===== src/rtl/mario_pkg.sv =====
// Shared definitions for the Mario sprite animation path: image codes,
// sequencer states, move_dir encodings and the image-select decode.
package mario_pkg;

  localparam logic [3:0] ANIM_STAND       = 4'b0000;
  localparam logic [3:0] ANIM_WALK_LEFT1  = 4'b0001;
  localparam logic [3:0] ANIM_WALK_LEFT2  = 4'b0010;
  localparam logic [3:0] ANIM_WALK_MID    = 4'b0011;
  localparam logic [3:0] ANIM_WALK_RIGHT1 = 4'b0100;
  localparam logic [3:0] ANIM_WALK_RIGHT2 = 4'b0101;
  localparam logic [3:0] ANIM_FLY_LEFT    = 4'b0110;
  localparam logic [3:0] ANIM_FLY_RIGHT   = 4'b0111;
  localparam logic [3:0] ANIM_CLAMP1      = 4'b1000;
  localparam logic [3:0] ANIM_CLAMP2      = 4'b1001;
  localparam logic [3:0] ANIM_DIE1        = 4'b1010;
  localparam logic [3:0] ANIM_DIE2        = 4'b1011;
  localparam logic [3:0] ANIM_DIE3        = 4'b1100;
  localparam logic [3:0] ANIM_DIE4        = 4'b1101;

  localparam logic [1:0] DIR_NONE  = 2'b00;
  localparam logic [1:0] DIR_LEFT  = 2'b01;
  localparam logic [1:0] DIR_RIGHT = 2'b10;

  localparam logic FACE_LEFT  = 1'b0;
  localparam logic FACE_RIGHT = 1'b1;

  typedef enum logic [2:0] {
    S_IDLE,
    S_WALK,
    S_AIR,
    S_CLIMB,
    S_DYING,
    S_DEAD
  } anim_state_t;

  // Image select for a given state, facing and cycle phase.
  function automatic logic [3:0] anim_image(input anim_state_t st,
                                            input logic facing,
                                            input logic [1:0] phase);
    logic [3:0] img;
    img = ANIM_STAND;
    case (st)
      S_IDLE:  img = ANIM_STAND;
      S_WALK: begin
        case (phase)
          2'd0:    img = (facing == FACE_LEFT) ? ANIM_WALK_LEFT1 : ANIM_WALK_RIGHT1;
          2'd1:    img = (facing == FACE_LEFT) ? ANIM_WALK_LEFT2 : ANIM_WALK_RIGHT2;
          default: img = ANIM_WALK_MID;
        endcase
      end
      S_AIR:   img = (facing == FACE_LEFT) ? ANIM_FLY_LEFT : ANIM_FLY_RIGHT;
      S_CLIMB: img = phase[0] ? ANIM_CLAMP2 : ANIM_CLAMP1;
      S_DYING: img = ANIM_DIE1 + {2'b00, phase};
      S_DEAD:  img = ANIM_DIE4;
      default: img = ANIM_STAND;
    endcase
    return img;
  endfunction

endpackage


===== src/rtl/mario_anim_ctrl_frame_timer.sv =====
// Frame-tick divider: counts ticks up to a per-state limit and steps a
// 2-bit image phase that wraps after i_phase_last.
module anim_frame_timer #(
  parameter int CNT_W = 4
) (
  input  logic             clk,
  input  logic             rst_n,
  input  logic             i_clear,
  input  logic             i_enable,
  input  logic             i_frame_tick,
  input  logic [CNT_W:0]   i_limit,
  input  logic [1:0]       i_phase_last,
  output logic [1:0]       o_phase,
  output logic [1:0]       o_phase_nxt,
  output logic             o_wrap
);

  logic [CNT_W-1:0] r_cnt;
  logic [1:0]       r_phase;
  logic [CNT_W-1:0] w_cnt_nxt;
  logic [1:0]       w_phase_nxt;
  logic [CNT_W:0]   w_cnt_last;
  logic             w_step;
  logic             w_wrap;

  always_comb begin
    w_cnt_last  = i_limit - 1'b1;
    w_step      = i_enable & i_frame_tick;
    w_wrap      = w_step & ({1'b0, r_cnt} == w_cnt_last);
    w_cnt_nxt   = r_cnt;
    w_phase_nxt = r_phase;
    // Clear beats a coincident tick so a new state always starts at count 0.
    if (i_clear) begin
      w_cnt_nxt   = '0;
      w_phase_nxt = 2'd0;
    end else if (w_wrap) begin
      w_cnt_nxt   = '0;
      w_phase_nxt = (r_phase == i_phase_last) ? 2'd0 : r_phase + 2'd1;
    end else if (w_step) begin
      w_cnt_nxt   = r_cnt + 1'b1;
    end
  end

  always_ff @(posedge clk) begin
    if (!rst_n) begin
      r_cnt   <= '0;
      r_phase <= 2'd0;
    end else begin
      r_cnt   <= w_cnt_nxt;
      r_phase <= w_phase_nxt;
    end
  end

  assign o_phase     = r_phase;
  assign o_phase_nxt = w_phase_nxt;
  assign o_wrap      = w_wrap & ~i_clear;

endmodule


===== src/rtl/mario_anim_ctrl.sv =====
// Mario sprite animation sequencer: turns movement/status flags and the
// per-frame tick into the registered animate_state image select.
module mario_anim_ctrl
  import mario_pkg::*;
#(
  parameter int FRAMES_PER_STEP  = 6,
  parameter int FRAMES_PER_CLIMB = 8,
  parameter int FRAMES_PER_DIE   = 8,
  parameter int DIE_LOOPS        = 2,
  parameter int CNT_W            = 4
) (
  input  logic       clk,
  input  logic       rst_n,
  input  logic       frame_tick,
  input  logic       pause,
  input  logic [1:0] move_dir,
  input  logic       airborne,
  input  logic       on_ladder,
  input  logic       climb_move,
  input  logic       dead,
  output logic [3:0] animate_state,
  output logic       die_done
);

  localparam logic [CNT_W:0] LIM_STEP  = (CNT_W+1)'(FRAMES_PER_STEP);
  localparam logic [CNT_W:0] LIM_CLIMB = (CNT_W+1)'(FRAMES_PER_CLIMB);
  localparam logic [CNT_W:0] LIM_DIE   = (CNT_W+1)'(FRAMES_PER_DIE);
  localparam logic [3:0]     LOOPS     = 4'(DIE_LOOPS);

  anim_state_t    r_state;
  logic           r_facing;
  logic [3:0]     r_loop_cnt;

  anim_state_t    w_target;
  anim_state_t    w_state_nxt;
  logic           w_dir_valid;
  logic           w_facing_nxt;
  logic           w_clear;
  logic           w_enable;
  logic [CNT_W:0] w_limit;
  logic [1:0]     w_phase_last;
  logic [1:0]     w_phase;
  logic [1:0]     w_phase_nxt;
  logic           w_wrap;
  logic [3:0]     w_loop_inc;
  logic [3:0]     w_loop_nxt;
  logic           w_die_done_nxt;

  // Timer control depends only on registered state and inputs, never on wrap.
  always_comb begin
    w_dir_valid = (move_dir == DIR_LEFT) || (move_dir == DIR_RIGHT);
    if (dead)             w_target = S_DYING;
    else if (airborne)    w_target = S_AIR;
    else if (on_ladder)   w_target = S_CLIMB;
    else if (w_dir_valid) w_target = S_WALK;
    else                  w_target = S_IDLE;

    w_facing_nxt = r_facing;
    w_clear      = 1'b0;
    w_enable     = 1'b0;
    w_limit      = LIM_STEP;
    w_phase_last = 2'd2;
    case (r_state)
      S_DYING: begin
        w_enable     = 1'b1;
        w_limit      = LIM_DIE;
        w_phase_last = 2'd3;
      end
      S_DEAD: begin
        if (!dead) begin
          w_facing_nxt = FACE_RIGHT;
          w_clear      = 1'b1;
        end
      end
      default: begin
        if (((w_target == S_WALK) || (w_target == S_AIR)) && w_dir_valid)
          w_facing_nxt = (move_dir == DIR_RIGHT) ? FACE_RIGHT : FACE_LEFT;
        w_clear = (w_target != r_state) ||
                  ((w_target == S_WALK) && (w_facing_nxt != r_facing));
        case (w_target)
          S_WALK:  w_enable = 1'b1;
          S_CLIMB: begin
            w_enable     = climb_move;
            w_limit      = LIM_CLIMB;
            w_phase_last = 2'd1;
          end
          S_DYING: begin
            w_limit      = LIM_DIE;
            w_phase_last = 2'd3;
          end
          default: ;
        endcase
      end
    endcase
  end

  anim_frame_timer #(
    .CNT_W(CNT_W)
  ) u_timer (
    .clk          (clk),
    .rst_n        (rst_n),
    .i_clear      (w_clear & ~pause),
    .i_enable     (w_enable & ~pause),
    .i_frame_tick (frame_tick),
    .i_limit      (w_limit),
    .i_phase_last (w_phase_last),
    .o_phase      (w_phase),
    .o_phase_nxt  (w_phase_nxt),
    .o_wrap       (w_wrap)
  );

  always_comb begin
    w_state_nxt    = r_state;
    w_loop_nxt     = r_loop_cnt;
    w_die_done_nxt = 1'b0;
    w_loop_inc     = r_loop_cnt + 4'd1;
    case (r_state)
      S_DYING: begin
        // DIE4 just finished: count the pass, then either replay or stop.
        if (w_wrap && (w_phase == 2'd3)) begin
          w_loop_nxt = w_loop_inc;
          if (w_loop_inc >= LOOPS) begin
            w_state_nxt    = S_DEAD;
            w_die_done_nxt = 1'b1;
          end
        end
      end
      S_DEAD: begin
        if (!dead) begin
          w_state_nxt = S_IDLE;
          w_loop_nxt  = 4'd0;
        end
      end
      default: begin
        w_state_nxt = w_target;
        if (w_target == S_DYING) w_loop_nxt = 4'd0;
      end
    endcase
  end

  always_ff @(posedge clk) begin
    if (!rst_n) begin
      r_state       <= S_IDLE;
      r_facing      <= FACE_RIGHT;
      r_loop_cnt    <= 4'd0;
      animate_state <= ANIM_STAND;
      die_done      <= 1'b0;
    end else if (!pause) begin
      r_state       <= w_state_nxt;
      r_facing      <= w_facing_nxt;
      r_loop_cnt    <= w_loop_nxt;
      animate_state <= anim_image(w_state_nxt, w_facing_nxt, w_phase_nxt);
      die_done      <= w_die_done_nxt;
    end
  end

endmodule


===== config.mk =====
export PLATFORM = sky130hd
export DESIGN_NAME = mario_anim_ctrl
export DESIGN_NICKNAME = d
export VERILOG_FILES = /design/src/rtl/mario_pkg.sv /design/src/rtl/mario_anim_ctrl_frame_timer.sv /design/src/rtl/mario_anim_ctrl.sv
export SDC_FILE = /design/constraint.sdc
export NUM_CORES = 1
export LEC_CHECK = 0
export CORE_MARGIN = 2
export CORE_UTILIZATION = 50
export DETAILED_ROUTE_END_ITERATION = 12
export PLACE_DENSITY_LB_ADDON = 0.05
export SLEW_MARGIN = 20
export SYNTH_ARGS = -nofsm -noshare
export SYNTH_HDL_FRONTEND = slang
export SYNTH_SLANG_ARGS = --single-unit

===== constraint.sdc =====
create_clock -name clk -period 3.2 [get_ports clk]
set_input_delay 0.48 -clock clk [delete_from_list [all_inputs] [get_ports clk]]
set_output_delay 0.48 -clock clk [all_outputs]
set_load 0.02 [all_outputs]

# [Word-level counts from Yosys, hierarchy flattened]
# Index checks and enable logic that the tools add are counted.
[word_totals] register_bits=19 inputBits=10 out_inout_bits=5 elab_cells=91
[op_classes] add_sub_neg=5 order_cmp=1 eq_ne=21 muxes=37 n_bitwise=8 reduce_logical=12
[ops] op="$pmux 4 s5" n=1
[ops] op="$mux 3" n=6
[ops] op="$mux 4" n=4
[ops] op="$pmux 4 s2" n=2
[ops] op="$eq 3x3->1 const B" n=5
[ops] op="$eq 3x2->1 const B" n=4
[ops] op="$pmux 3 s2" n=2
[ops] op="$mux 1" n=11
[ops] op="$mux 2" n=5
[ops] op="$add 4x1->4 const B" n=2
[ops] op="$pmux 1 s2" n=4
[ops] op="$pmux 2 s2" n=2
[ops] op="$eq 3x1->1 const B" n=2
[ops] op="$and 1x1->1" n=5
[ops] op="$eq 4x5->1" n=1
[ops] op="$sub 4x1->5 const B" n=1
[ops] op="$add 4x2->4 const A" n=1
[ops] op="$eq 2x1->1 const B" n=2
[ops] op="$eq 2x2->1 const B" n=2
[ops] op="$ge 4x2->1 const B" n=1
[ops] op="$ne 2x2->1 const B" n=2
[ops] op="$reduce_and 4->1" n=1
[ops] op="$reduce_or 2->1" n=2
[ops] op="$logic_and 1x1->1" n=3
[ops] op="other kinds (9)" n=13

# [Logic depth before layout (Yosys ltp)]
[logic_depth] word_depth=23 mapped_depth=10 ltp_nobuf=9

# [By module]
# Synthesis repeated with hierarchy kept, for this count alone.
[hier_totals] cells_unflattened=184 area_unflattened_um2=1507.7
[modules_own_cells] mod="mario_anim_ctrl" instances=1 cells_each=128 area_per_inst_um2=974.7 seq_area_each_um2=260.2
[modules_own_cells] mod="anim_frame_timer" instances=1 cells_each=56 area_per_inst_um2=533.0 seq_area_each_um2=120.1

# [Worst setup path before layout]
# Ideal clock, no wire load.
[synth_timing] path_kind="in2reg" startpoint="input move_dir[0]" endpoint="register animate_state[2]" setup_ns=0.116 t_arrival_ns=2.450 required_ns=3.084 slack_ns=0.634 cell_stages=9 n_path_buf=0 cell_sequence="inv_1 ha_1 nand2b_1 a41oi_1 a2111oi_4 mux2i_1 o21a_1 a21oi_1 a41o_1"
[synth_between] elab_chain_len=23 elab_cells_between_ends=56 cone_classes="add/sub (2); eq/ne (16); mux (24); bitwise (6); reduce/logical (8)"
[synth_rtl] element="start: declaration" line="mario_anim_ctrl.sv:16" rtl="input logic [1:0] move_dir,"
[synth_rtl] element="branches (longest 22 deep; another with $sub 4x1->5)"
[synth_rtl] element="$pmux 4 s5 (*)" line="mario_pkg.sv:42" rtl="case (st)"
[synth_rtl] element="end signal: assignment" line="mario_anim_ctrl.sv:152" rtl="animate_state <= anim_image(w_state_nxt, w_facing_nxt, w_phase_nxt);"
[synth_rtl] element="end: declaration" line="mario_anim_ctrl.sv:21" rtl="output logic [3:0] animate_state,"
# Mark *: on every way between the ends. The select of a mux whose other input is x is not followed.
# A chain may end at the register's enable or synchronous reset.

# [Worst setup path after layout]
[layout_timing] startpoint="input move_dir[0]" endpoint="register animate_state[0]"
# Same word-level chain as after synthesis.

==> metrics.md <==
| Metric | Value |
|---|---|
| Crit-path leading delay family | `compound AO/OA/AOI/OAI gates` |
| Static Leak | `approximately 0.62 nW` |
| Worst r2r dst | `animate_state[0]$_SDFFE_PN0N_` |
| Synth Register Bits | `19` |
| CTS tree | `done` |
| Die H | `56.2 microns` |
| Drt pass-1 iters | `4` |
| First-pass GRT wire length | `5820 microns` |
| Slew headroom | `0.612` |
| Largest family of logic cells by synthesized area | `simple AND/OR/NAND/NOR gates` |
| CP bufs+invs | `2` |
| Setup violations, final | `0` |
| Via count | `1361` |
| Synth warn | `0` |
| Clk buf depth | `2` |
| Total CTS buffers | `3` |
| Unrepaired setup endpoints after global routing | `false` |
| Net Count, Synth | `190` |
| CTS Sinks | `19` |
| Aggregate global-route resource usage | `0.228` |
| CP Capture Type | `register` |
| Vias in the first global route | `1317` |
| Cell Area, Placed | `around 0.0016 sq mm` |
| Simple-gate share of the synthesized area | `0.284` |
| Worst hold margin | `0.540 ns` |
| Synth Area in Compound Gates | `0.266` |
| Antenna diodes | `0` |
| Clock transition at path regs | `0.12 ns` |
| Pre-CTS setup slack | `0.000932 ns` |
| Htree depth | `1` |
| Core Box Area | `between 0.002 and 0.003 sq mm` |
| Max incr delay on CP | `0.56 ns` |
| CP required | `3.37 ns` |
| Maximum clock rate | `roughly 0.35 GHz` |
| Max-cap viol count | `0` |
| Largest net degree at the start of global routing | `18` |
| # resized after CTS | `0` |
| Global placement routability congestion | `roughly 0.87` |
| R2R depth | `7` |
| Worst setup endpoint | `animate_state[0]$_SDFFE_PN0N_` |
| Class of the worst hold path | `reg -> reg` |
| Residual DRC | `0` |
| Clk_lat worst skew | `0.30 ns` |
| Routed wire length | `3330 microns` |
| Post-Synth XOR/XNOR Area | `0.0450` |
| Boundary Pins | `15` |
| VDD IR max | `0.217 mV` |
| Crit-path slowest cell | `a2111oi_4` |
| CP Depth | `10` |
| Asr flop ratio synth | `0` |
| Register area share after synthesis | `0.279` |
| Layout cells sized above 1 | `0.117` |
| Nets@finish | `215` |
| Least-Margin Pin Slew | `0.581 ns` |
| GRT overflow | `0` |
| Synth cell types | `46` |
| Adder-cell share of the synthesized area | `0.0643` |
| Fin util | `0.648` |
| Postcts setup bufs | `0` |
| DP HPWL | `2610 microns` |
| Post-layout min period | `slightly below 3 ns` |
| Setup TNS | `0 ns` |
| DIE AREA | `0.00316 sq mm` |
| Root buffer cell | `clkbuf_4` |
| Slew Limit Fails | `0` |
| Synthesized cell area | `0.00136 sq mm` |
| Final worst slack | `0.317 ns` |
| CP startpoint kind | `input port` |
| Number of flops mapped to enable cells by yosys | `0` |
| Reg2reg setup slack | `between 0.5 and 0.6 ns` |
| # hold bufs at CTS | `0` |
| Final Cycle Share | `0.901` |
| 1st-iter DRT viols | `36` |
| Antenna-violating nets left | `0` |
| CP Launch Point | `move_dir[0]` |
| RR Startpoint | `r_state[2]$_SDFFE_PN0N_` |
| Hold Startpoint | `animate_state[3]$_SDFFE_PN0N_` |
| Initial Util | `0.540` |
| Status | `completed` |
| Endpoints failing hold | `0` |
| Layout area overhead | `19.9%` |
| Wire per inst | `about 15 microns` |
| Mapped Cells | `173` |
| Design area | `0.00163 sq mm` |
| Data arrival time of the worst path | `3.06 ns` |
| Top FF cell, synth | `dfxtp_1` |
| Max Clock Skew | `0.0176 ns` |
| Site Rows | `18` |
| Port bufs | `14` |
| Syn avg cell area | `approximately 7.9 sq um` |
| Die Wd | `56.2 microns` |
| Vias per cell | `6.00` |
| Critical path, cell by cell | `clkdlybuf4s50_1 -> inv_1 -> ha_1 -> nand2b_1 -> a41oi_1 -> a2111oi_4 -> mux2i_1 -> a211oi_1 -> o32ai_1 -> o22ai_1` |
| Initial antenna violation count | `0` |
| Critical Path Fanout Max | `6` |
| Multiplexer area fraction after synthesis | `0.0220` |
| Pwr/cell area | `309 mW/mm^2` |
| Crit path kind | `in -> reg` |
## worst register-to-register path, stage by stage (launching register included)
cell and delay [ns]:
dfxtp_1 0.50, nor3b_1 0.44, a41oi_1 0.17, a2111oi_4 0.56, mux2i_1 0.36, a211oi_1 0.10
o32ai_1 0.24, o22ai_1 0.12
## layer usage
layer / routed length [microns] / vias to the layer above / GRT usage
li1: - / 688 / -
met1: 1600 / 637 / 0.295
met5: 0 / - / 0
met2: 1560 / 31 / 0.370
met4: 29 / 0 / 0.0748
met3: 141 / 5 / 0.0558
## sequential cells by signal, summed over array words and instances, names as in the netlist
name             count
animate_state        4
r_loop_cnt           4
u_timer.r_cnt        4
r_state              3
u_timer.o_phase      2
die_done             1
r_facing             1
## synth_stat cells, types with 2 or more instances
master / count / area, sq um
dfxtp_1: 19 / 380
nor2_1: 18 / 67.6
nand2_1: 15 / 56.3
o21ai_0: 13 / 65.1
a21oi_1: 11 / 55.1
inv_1: 8 / 30.0
ha_1: 7 / 87.6
nand2b_1: 6 / 37.5
xor2_1: 6 / 52.6
clkbuf_1: 5 / 18.8
nor3_1: 5 / 25.0
and2_1: 4 / 25.0
nand3_1: 4 / 20.0
nor2b_1: 4 / 25.0
nor3b_1: 4 / 30.0
mux2i_1: 3 / 30.0
nand3b_1: 3 / 22.5
o22ai_1: 3 / 18.8
a2111oi_0: 2 / 17.5
a211oi_1: 2 / 15.0
a32o_1: 2 / 20.0
and4_1: 2 / 17.5
nand4_1: 2 / 12.5
o21a_1: 2 / 15.0
o221a_2: 2 / 22.5
## how the worst min path moves through the flow
stage	end	slack, ns	cells after the start
floorplan	u_timer.r_cnt[3]$_SDFFE_PP0P_	0.48	2
global placement	u_timer.r_cnt[3]$_SDFFE_PP0P_	0.50	2
detailed placement	animate_state[3]$_SDFFE_PN0N_	0.52	2
CTS	r_facing$_SDFFE_PN1N_	0.55	2
global route	r_facing$_SDFFE_PN1N_	0.59	2
finish	animate_state[3]$_SDFFE_PN0N_	0.54	2
## cells by family (layout without fill, tap and decap cells)
logic type	count (synthesis)	count (layout)
AO/OA/AOI/OAI	50	50
buffers and inverters	14	38
AND/OR/NAND/NOR	73	73
adder cells (fa/ha/maj)	7	7
flip-flops	19	19
multiplexers	3	3
XOR/XNOR	7	7
## final cells by class
type / count / area, sq um
Clock buffer: 3 / 22.5
Tap cell: 30 / 37.5
Fill cell: 243 / 888
Sequential cell: 19 / 380
Clock inverter: 1 / 5.00
Inverter: 8 / 30.0
Multi-Input combinational cell: 140 / 928
Timing Repair Buffer: 26 / 230
## through the flow
stage / std cells / total power [mW]
after floorplan: 173 / 0.334
after global placement: 223 / 0.386
after detailed placement: 223 / 0.388
after CTS: 227 / 0.512
after global routing: 227 / 0.538
final: 227 / 0.505
## where the power goes
group | internal [mW] | total, mW | switching, mW
Combinational | 0.0615 | 0.134 | 0.0724
Sequential | 0.243 | 0.251 | 0.00759
Clock | 0.0466 | 0.121 | 0.0739
## layout by cell type, fill, tap and decap left out, drive strengths merged, types with 4 or more instances in the layout
| master | count |
|---|---|
| nand3 | 4 |
| buf | 12 |
| inv | 8 |
| ha | 7 |
| nor3b | 4 |
| nand2 | 15 |
| a21oi | 11 |
| nand2b | 6 |
| nor2b | 5 |
| and2 | 4 |
| nor2 | 18 |
| xor2 | 6 |
| nor3 | 5 |
| dfxtp | 19 |
| clkdlybuf4s50 | 14 |
| o21ai | 13 |
No activity file was read; power rests on OpenSTA's default activity.
